## config.mk

```make
export PLATFORM = sky130hd
export DESIGN_NAME = pipe_share_sched
export DESIGN_NICKNAME = d
export VERILOG_FILES = /design/src/rtl/pipe_share_pkg.sv /design/src/rtl/rr_arbiter.sv /design/src/rtl/pipe_share_sched.sv
export SDC_FILE = /design/constraint.sdc
export NUM_CORES = 1
export LEC_CHECK = 0
export CAP_MARGIN = 20
export CORE_MARGIN = 10
export CORE_UTILIZATION = 25
export DETAILED_ROUTE_END_ITERATION = 8
export GPL_TIMING_DRIVEN = 0
export SKIP_LAST_GASP = 1
export SYNTH_ARGS = -nofsm -noshare
export SYNTH_HDL_FRONTEND = slang
export SYNTH_HIERARCHICAL = 1
export SYNTH_SLANG_ARGS = --single-unit
```

## constraint.sdc

```tcl
create_clock -name clk -period 4 [get_ports clk]
set_input_delay 0.8 -clock clk [delete_from_list [all_inputs] [get_ports clk]]
set_output_delay 0.8 -clock clk [all_outputs]
set_load 0.005 [all_outputs]
```

## src/rtl/pipe_share_pkg.sv

```systemverilog
// Shared types for the pipe_share_sched slice: scheduler states and the
// default-width pipeline stage record.
package pipe_share_pkg;
    localparam int NUM_REQ_DEF = 4;
    localparam int DATA_W_DEF  = 32;
    localparam int ID_W        = $clog2(NUM_REQ_DEF);

    typedef enum logic [1:0] {
        IDLE  = 2'd0,
        RUN   = 2'd1,
        DRAIN = 2'd2
    } sched_state_e;

    typedef struct packed {
        logic                  valid;
        logic [ID_W-1:0]       id;
        logic [DATA_W_DEF-1:0] data;
    } pipe_stage_t;
endpackage

```

## src/rtl/rr_arbiter.sv

```systemverilog
// Round-robin arbiter: combinational one-hot grant searched upward from a
// registered pointer, which advances past each granted requester.
module rr_arbiter #(
    parameter int NUM_REQ = 4
) (
    input  logic                       clk,
    input  logic                       rst,
    input  logic                       grant_en,
    input  logic [NUM_REQ-1:0]         req_valid,
    output logic [NUM_REQ-1:0]         grant,
    output logic [$clog2(NUM_REQ)-1:0] grant_id
);
    localparam int IDW = $clog2(NUM_REQ);

    logic [IDW-1:0] ptr;
    logic           found;
    int             idx;

    // Grant depends only on req_valid, ptr and grant_en, so there is no loop.
    always_comb begin
        grant    = '0;
        grant_id = '0;
        found    = 1'b0;
        idx      = 0;
        for (int i = 0; i < NUM_REQ; i++) begin
            idx = int'(ptr) + i;
            if (idx >= NUM_REQ) idx = idx - NUM_REQ;
            if (grant_en && !found && req_valid[idx]) begin
                found      = 1'b1;
                grant[idx] = 1'b1;
                grant_id   = IDW'(idx);
            end
        end
    end

    always_ff @(posedge clk) begin
        if (!rst)
            ptr <= '0;
        else if (|grant)
            ptr <= (int'(grant_id) == NUM_REQ - 1) ? '0 : grant_id + IDW'(1);
    end
endmodule

```

## src/rtl/pipe_share_sched.sv

```systemverilog
// Shares one fixed-latency register pipeline among NUM_REQ requesters,
// tagging beats with their requester id and returning them LATENCY cycles later.
module pipe_share_sched
    import pipe_share_pkg::*;
#(
    parameter int NUM_REQ = 4,
    parameter int DATA_W  = 32,
    parameter int LATENCY = 4
) (
    input  logic                         clk,
    input  logic                         rst,
    input  logic                         enable,
    input  logic [NUM_REQ-1:0]           req_valid,
    input  logic [NUM_REQ*DATA_W-1:0]    req_data,
    output logic [NUM_REQ-1:0]           req_ready,
    output logic [NUM_REQ-1:0]           rsp_valid,
    output logic [DATA_W-1:0]            rsp_data,
    output logic [$clog2(LATENCY+1)-1:0] in_flight,
    output logic [1:0]                   state
);
    localparam int IDW = $clog2(NUM_REQ);
    localparam int CW  = $clog2(LATENCY + 1);

    typedef struct packed {
        logic              valid;
        logic [IDW-1:0]    id;
        logic [DATA_W-1:0] data;
    } stage_t;

    sched_state_e   st;
    stage_t         stg [LATENCY];
    logic [IDW-1:0] gnt_id;
    logic [DATA_W-1:0] beat;
    logic           xfer;
    logic           retire;
    logic [CW-1:0]  in_flight_nxt;

    rr_arbiter #(.NUM_REQ(NUM_REQ)) u_arb (
        .clk       (clk),
        .rst       (rst),
        .grant_en  (st == RUN),
        .req_valid (req_valid),
        .grant     (req_ready),
        .grant_id  (gnt_id)
    );

    // A grant is only ever raised on a valid requester, so any grant is a transfer.
    assign xfer          = |req_ready;
    assign retire        = stg[LATENCY-1].valid;
    assign beat          = req_data[int'(gnt_id)*DATA_W +: DATA_W];
    assign in_flight_nxt = in_flight + CW'(xfer) - CW'(retire);
    assign state         = st;

    // DRAIN looks at the post-edge count so IDLE lands the same edge the pipe empties.
    always_ff @(posedge clk) begin
        if (!rst) begin
            st <= IDLE;
        end else begin
            case (st)
                IDLE:    if (enable) st <= RUN;
                RUN:     if (!enable) st <= DRAIN;
                DRAIN: begin
                    if (enable)                    st <= RUN;
                    else if (in_flight_nxt == '0)  st <= IDLE;
                end
                default: st <= IDLE;
            endcase
        end
    end

    always_ff @(posedge clk) begin
        if (!rst) begin
            for (int j = 0; j < LATENCY; j++) stg[j] <= '0;
            in_flight <= '0;
            rsp_valid <= '0;
            rsp_data  <= '0;
        end else begin
            stg[0].valid <= xfer;
            stg[0].id    <= gnt_id;
            stg[0].data  <= beat;
            for (int j = 1; j < LATENCY; j++) stg[j] <= stg[j-1];
            in_flight <= in_flight_nxt;
            rsp_valid <= '0;
            // rsp_data deliberately holds between returning beats.
            if (retire) begin
                rsp_valid[stg[LATENCY-1].id] <= 1'b1;
                rsp_data                     <= stg[LATENCY-1].data;
            end
        end
    end
endmodule
```

==> qor.yml, run 1 <==
run_status:
  status: "finished clean"
critical_path:
  crit_required_ns: 3.20
  r2r_slack_ns: 0.23
  crit_start: "req_valid[2]"
  crit_path_max_fanout: 9
  worstSetupPathType: "in -> out"
  end_kind: "output port"
  ff2ff_path_depth: 15
  crit_end: "req_ready[0]"
  r2r-end: "state[1]"
  worstReg2RegStart: "u_arb/ptr[1]"
  critPathLaunchType: "input pin"
  arrival_ns: 3.07
clock_tree:
  root_buffer: "clkbuf_16"
  cts_tree: "built"
  clock-sinks: 183
  cts_max_path_buffers: 2
  holdBufCountCts: 0
  clk_pin_slew_worst_paths_ns: 0.06
  cts_buffers: 17
  clk_latency_ns: 0.41
  htreeDepth: 4
cells_and_area:
  n_fill_cell: 2622
  final_nets: 907
  finalNonFillerCells: 1108
  drive_gt1_frac: 0.124
  stdcell_area_um2: 9620
  diodes: 0
  area_delta_synth_final_pct: 44.7
placement:
  io_buffers: 178
  gp_congestion: 0.737
  dp.cells: 1067
  hpwl_um: 12800
  placed_area_um2: 8850
power:
  power_density_nw_per_um2: 482
  seqPwrFrac: 0.430
  p_leak_nw: 3.66
  p_int_mw: 3.55
  switching_power_mw: 1.08
  pwr-share-clk: 0.371
  vdd_drop_max_v: 0.000256
  power.total_mw: 4.63
  pwr-share-comb: 0.199
  switching_share: 0.233
timing:
  hold_ws_ns: 0.425
  layout_min_cycle_time_ns: 3.87
  clock_skew_ns: 0.00902
  post-route-period-util: 0.968
  final-setup-viol-count: 0
  tightestPinTransition_ns: 0.578
  rsz0062_at_grt: "yes"
  tns_ns: 0
  relSlewSlack: 0.615
  clock.fmax_mhz: 258
  final_hold_viol_count: 0
  drv_slew: 0
hold_path:
  hold_class: "reg -> reg"
  hold-path-cell-count: 1
global_routing:
  grt_pass1_wl_um: 24800
  grt_overflow_total: 0
  grt_util_all_layers: 0.0939
  grt_max_degree: 17
  grt_pass1_vias: 4584
  antenna_found_initial: 0
detailed_routing:
  wl_per_cell_um: 14.3
  via_count: 4393
  drt_iter0_markers: 152
  post_drt_via_cell_ratio: 3.96
  drcViolationCount: 0
  dr.pass1.iters: 4
  routed_wl_um: 15900
  antenna_left: 0
floorplan:
  die-area_um2: 33500
  die-width_um: 183
  start_util: 0.254
  die_h_um: 183
  core_um2: 26100
  rows: 59
  ioPinCount: 180
synth:
  ys_ff_latch: 183
  netlist_area_um2: 6650
  yosys_warnings: 6
  syn_inst: 554
  synthDistinctLibCells: 37
  synth-simple-area-share: 0.188
  syn_area_per_cell_um2: 12.0
  seq_area_frac_synth: 0.551
  synthAdderAreaFrac: 0.0218
  synthesis.nets: 700
  synth-compound-area-share: 0.0235
  synth_xor_area_frac: 0.00489
  synth_mux_area_frac: 0.173
  synth_top_family_by_area: "simple AND/OR/NAND/NOR gates"
run:
  cap_violations: 0
==> cells in the mapped netlist <==
library cell | count | area, um^2
dfxtp_1 | 183 | 3660
and2_1 | 142 | 888
nor2_1 | 42 | 158
mux2i_1 | 35 | 350
mux4_2 | 32 | 721
clkbuf_1 | 19 | 71.3
nand2_1 | 13 | 48.8
ha_1 | 10 | 125
inv_1 | 10 | 37.5
buf_2 | 9 | 45.0
nor3_1 | 7 | 35.0
nand2b_1 | 6 | 37.5
o21ai_0 | 5 | 25.0
a21oi_1 | 4 | 20.0
buf_12 | 3 | 60.1
mux4_1 | 3 | 78.8
nand3_1 | 3 | 15.0
a211o_1 | 2 | 17.5
a221o_1 | 2 | 20.0
a311oi_1 | 2 | 17.5
a31oi_1 | 2 | 12.5
buf_6 | 2 | 22.5
inv_2 | 2 | 7.51
nor4_1 | 2 | 12.5
or3b_1 | 2 | 17.5
a2111o_1 | 1 | 11.3
a211oi_1 | 1 | 7.51
a21oi_2 | 1 | 8.76
clkinv_1 | 1 | 3.75
fa_1 | 1 | 20.0
nand3b_1 | 1 | 7.51
nor4_4 | 1 | 21.3
nor4bb_1 | 1 | 10.0
o21a_1 | 1 | 7.51
o311ai_0 | 1 | 8.76
xnor2_1 | 1 | 8.76
xor3_1 | 1 | 23.8
==> cells in the final DEF, fill, tap and decap left out, drive strengths merged, types with 6 or more instances in the layout <==
master         instances
and2                 142
buf                   23
clkbuf                41
clkdlybuf4s50        175
dfxtp                183
ha                    10
inv                   13
mux2i                 35
mux4                  36
nand2                 13
nand2b                 6
nor2                  42
nor3                   7
==> layout make-up <==
type                            instances  area [um^2]  area share
Multi-Input combinational cell        326         2790       0.290
Inverter                               13         52.6     0.00546
Timing Repair Buffer                  187         1860       0.193
Clock buffer                           22          494      0.0514
Clock inverter                          9          139      0.0144
Buffer                                 33          199      0.0207
Sequential cell                       183         3670       0.382
Tap cell                              335          419      0.0436
==> power groups by stage <==
stage	sequential, mW	clock [mW]	combinational, mW
after floorplan	2.03	0	0.548
after global placement	2.04	0	0.858
after detailed placement	2.05	0	0.863
after CTS	1.99	1.77	0.901
after global routing	2.01	1.84	1.02
final	1.99	1.72	0.920
==> sequential cells by signal (all words and copies together) (netlist names) <==
signal / flops
u_arb/ptr: 2
stg: 140
in_flight: 3
state: 2
rsp_valid: 4
rsp_data: 32
==> how the worst min path moves through the flow <==
stage / start / end / slack, ns
after global placement: stg[0][66] / stg[0][101] / 0.41
after floorplan: stg[0][65] / stg[0][100] / 0.41
final: stg[0][63] / stg[0][98] / 0.42
after global routing: stg[0][80] / stg[0][115] / 0.44
after detailed placement: stg[0][84] / stg[0][119] / 0.42
after CTS: stg[0][85] / stg[0][120] / 0.43
==> through the flow <==
stage	util	worst slack, ns
3_3_place_gp	0.339	-0.557
5_1_grt	0.368	-0.0529
2_1_floorplan	-	0.298
4_1_cts	0.365	0.00325
6_report	0.368	0.129
3_5_place_dp	0.339	-0.616
==> layer usage <==
| layer | global-route usage | routed length [um] | vias up |
|---|---|---|---|
| met1 | 0.112 | 7090 | 1989 |
| met4 | 0.0302 | 201 | 0 |
| met3 | 0.0302 | 932 | 14 |
| li1 | - | - | 2268 |
| met5 | 0 | 0 | - |
| met2 | 0.158 | 7660 | 122 |
==> what timing repair did <==
item	4_1_cts	5_1_grt
buffers inserted	5	4
setup endpoints to repair	7	6
pin swaps	4	2
gates resized for setup	6	6
cloned	0	1
==> logic make-up after synthesis <==
logic type | count (synthesis)
fa+ha+maj | 11
flops | 183
xor+xnor | 2
compound gates | 22
buf+inv | 46
mux | 70
simple gates | 220
==> worst max-delay path, stage by stage <==
cell and delay [ns]:
clkdlybuf4s50_1 0.61, or3b_1 0.37, a2111o_1 0.43, a31oi_1 0.18
a211o_1 0.16, clkdlybuf4s50_1 0.51
Power figures use the tool's default switching activity.
==> run 2, diff against run 1 <==
--- a/config.mk
+++ b/config.mk
@@ -9,7 +9,7 @@
 export CORE_MARGIN = 10
 export CORE_UTILIZATION = 25
 export DETAILED_ROUTE_END_ITERATION = 8
-export GPL_TIMING_DRIVEN = 0
+export SETUP_SLACK_MARGIN = 0.1
 export SKIP_LAST_GASP = 1
 export SYNTH_ARGS = -nofsm -noshare
 export SYNTH_HDL_FRONTEND = slang
==> run 2 against run 1 <==
  * First-iteration DRC count rose by 7.9%
  * Critical path depth rose by 3
  * Non-clock buffer count fell by 18
  * Die area did not move
  * Register-to-register slack improved by 0.09 ns
  * Combinational power barely moved
  * Via count fell by 1.5%
  * Sequential power barely moved
  * Global-route usage rose by 0.061 points
  * Utilization fell by 0.46 points
  * Critical path type unchanged
  * Largest cell class unchanged
==> qor.yml, run 2 (synthesis results as in run 1) <==
timing:
  final-setup-viol-count: 0
  tightestPinTransition_ns: 0.809
  final.setup.worst_slack_ns: 0.193
  drv_slew: 0
  clock_skew_ns: 0.00706
  relSlewSlack: 0.460
  clock.fmax_mhz: 263
  final_hold_viol_count: 0
  rsz0062_at_grt: "yes"
  layout_min_cycle_time_ns: 3.81
  post-route-period-util: 0.952
  tns_ns: 0
floorplan:
  die_h_um: 183
  die-area_um2: 33500
  core_um2: 26100
  ioPinCount: 180
  rows: 59
  die-width_um: 183
  start_util: 0.254
clock_tree:
  root_buffer: "clkbuf_16"
  clk_pin_slew_worst_paths_ns: 0.07
  htreeDepth: 4
  clk_latency_ns: 0.42
  clock-sinks: 183
  cts_tree: "built"
  holdBufCountCts: 0
  cts_buffers: 17
  cts_max_path_buffers: 2
critical_path:
  critPathLaunchType: "input pin"
  crit_required_ns: 3.20
  arrival_ns: 3.01
  ff2ff_path_depth: 14
  r2r-end: "state[1]"
  worstReg2RegStart: "u_arb/ptr[0]"
  crit_path_max_fanout: 5
  worstSetupPathType: "in -> out"
  end_kind: "output port"
  r2r_slack_ns: 0.32
cells_and_area:
  layout.cells.most_common: "dfxtp_1"
  largest_reg_flops: 140
  stdcell_area_um2: 9500
  final_nets: 888
  final_core_util: 0.363
  top_register: "stg"
  diodes: 0
  layout_common_cells: "dfxtp_1, clkdlybuf4s50_1, and2_1, nor2_1, mux2i_1"
  reg.largest.list: "stg x140, rsp_data x32, rsp_valid x4"
  drive_gt1_frac: 0.135
  area_delta_synth_final_pct: 42.9
detailed_routing:
  drcViolationCount: 0
  dr.pass1.iters: 4
  via_count: 4325
  post_drt_via_cell_ratio: 3.98
  antenna_left: 0
  routed_wl_um: 15600
  wl_per_cell_um: 14.4
  drt_iter0_markers: 164
global_routing:
  antenna_found_initial: 0
  grt_max_degree: 107
  grt_pass1_wl_um: 25300
  grt_overflow_total: 0
  grt_pass1_vias: 4611
  grt_util_all_layers: 0.0945
power:
  seqPwrFrac: 0.440
  vdd_drop_max_v: 0.000267
  power.total_mw: 4.54
  pwr-share-comb: 0.203
  power_density_nw_per_um2: 478
  p_int_mw: 3.41
  switching_share: 0.248
  p_leak_nw: 3.58
  switching_power_mw: 1.13
  pwr-share-clk: 0.357
hold_path:
  hold_start: "stg[0][85]"
  whs_endpoint: "stg[0][120]"
  hold-path-cell-count: 1
  hold_class: "reg -> reg"
run:
  cap_violations: 0
placement:
  hpwl_um: 11800
  place_ws_ns: -0.235
  gp_congestion: 0.778
  placed_area_um2: 8850
  io_buffers: 179
run_status:
  status: "finished clean"
-- run 2: how the worst max path moves through the flow --
stage | start | end | slack [ns] | cells past startpoint
final | req_valid[0] | req_ready[3] | 0.19 | 9
after global routing | u_arb/ptr[0] | req_ready[0] | 0.08 | 9
after CTS | req_valid[3] | req_ready[3] | 0.09 | 7
after detailed placement | req_valid[2] | state[1] | -0.23 | 12
after global placement | req_valid[2] | state[1] | -0.12 | 12
after floorplan | u_arb/ptr[0] | state[1] | 0.30 | 14
-- run 2: power groups by stage --
stage | Combinational (mW) | Sequential, mW | Clock, mW
floorplan | 0.548 | 2.03 | 0
global placement | 0.889 | 2.03 | 0
detailed placement | 0.904 | 2.03 | 0
CTS | 0.926 | 1.99 | 1.68
global route | 1.02 | 2.01 | 1.77
finish | 0.921 | 2.00 | 1.62
-- run 2: area by class of cell --
| type | instances | area, um^2 |
|---|---|---|
| multi-input combinational | 325 | 2780 |
| sequential | 183 | 3670 |
| tap | 335 | 419 |
| timing repair buffer | 202 | 1990 |
| inverter | 13 | 58.8 |
| clock inverter | 12 | 149 |
| fill | 2644 | 16600 |
| clock buffer | 18 | 429 |
-- run 2: per-layer routing --
layer | track usage | vias to the layer above | share of wire
met4 | 0.0354 | 0 | 0.015
met2 | 0.142 | 103 | 0.45
met3 | 0.0338 | 19 | 0.061
met5 | 0 | - | 0
met1 | 0.122 | 1981 | 0.48
li1 | - | 2222 | -
-- run 2: per-stage QoR --
stage,instances,hold slack (ns)
floorplan,554,0.412
global placement,1056,0.414
detailed placement,1056,0.417
CTS,1087,0.429
global route,1088,0.439
finish,1088,0.426
-- run 2: critical path, stage by stage --
cell and delay [ns]:
clkdlybuf4s15_1 0.24, buf_4 0.17, buf_4 0.13, nand2b_1 0.12
mux4_2 0.55, nor3_2 0.23, a211o_1 0.14, buf_4 0.13
clkdlybuf4s50_1 0.50
-- run 2: timing repair --
action,4_1_cts,5_1_grt
hold endpoints to repair,0,0
pin swaps,0,7
setup buffers,1,1
endpoints found under the setup margin,4,5
resized for setup,9,11
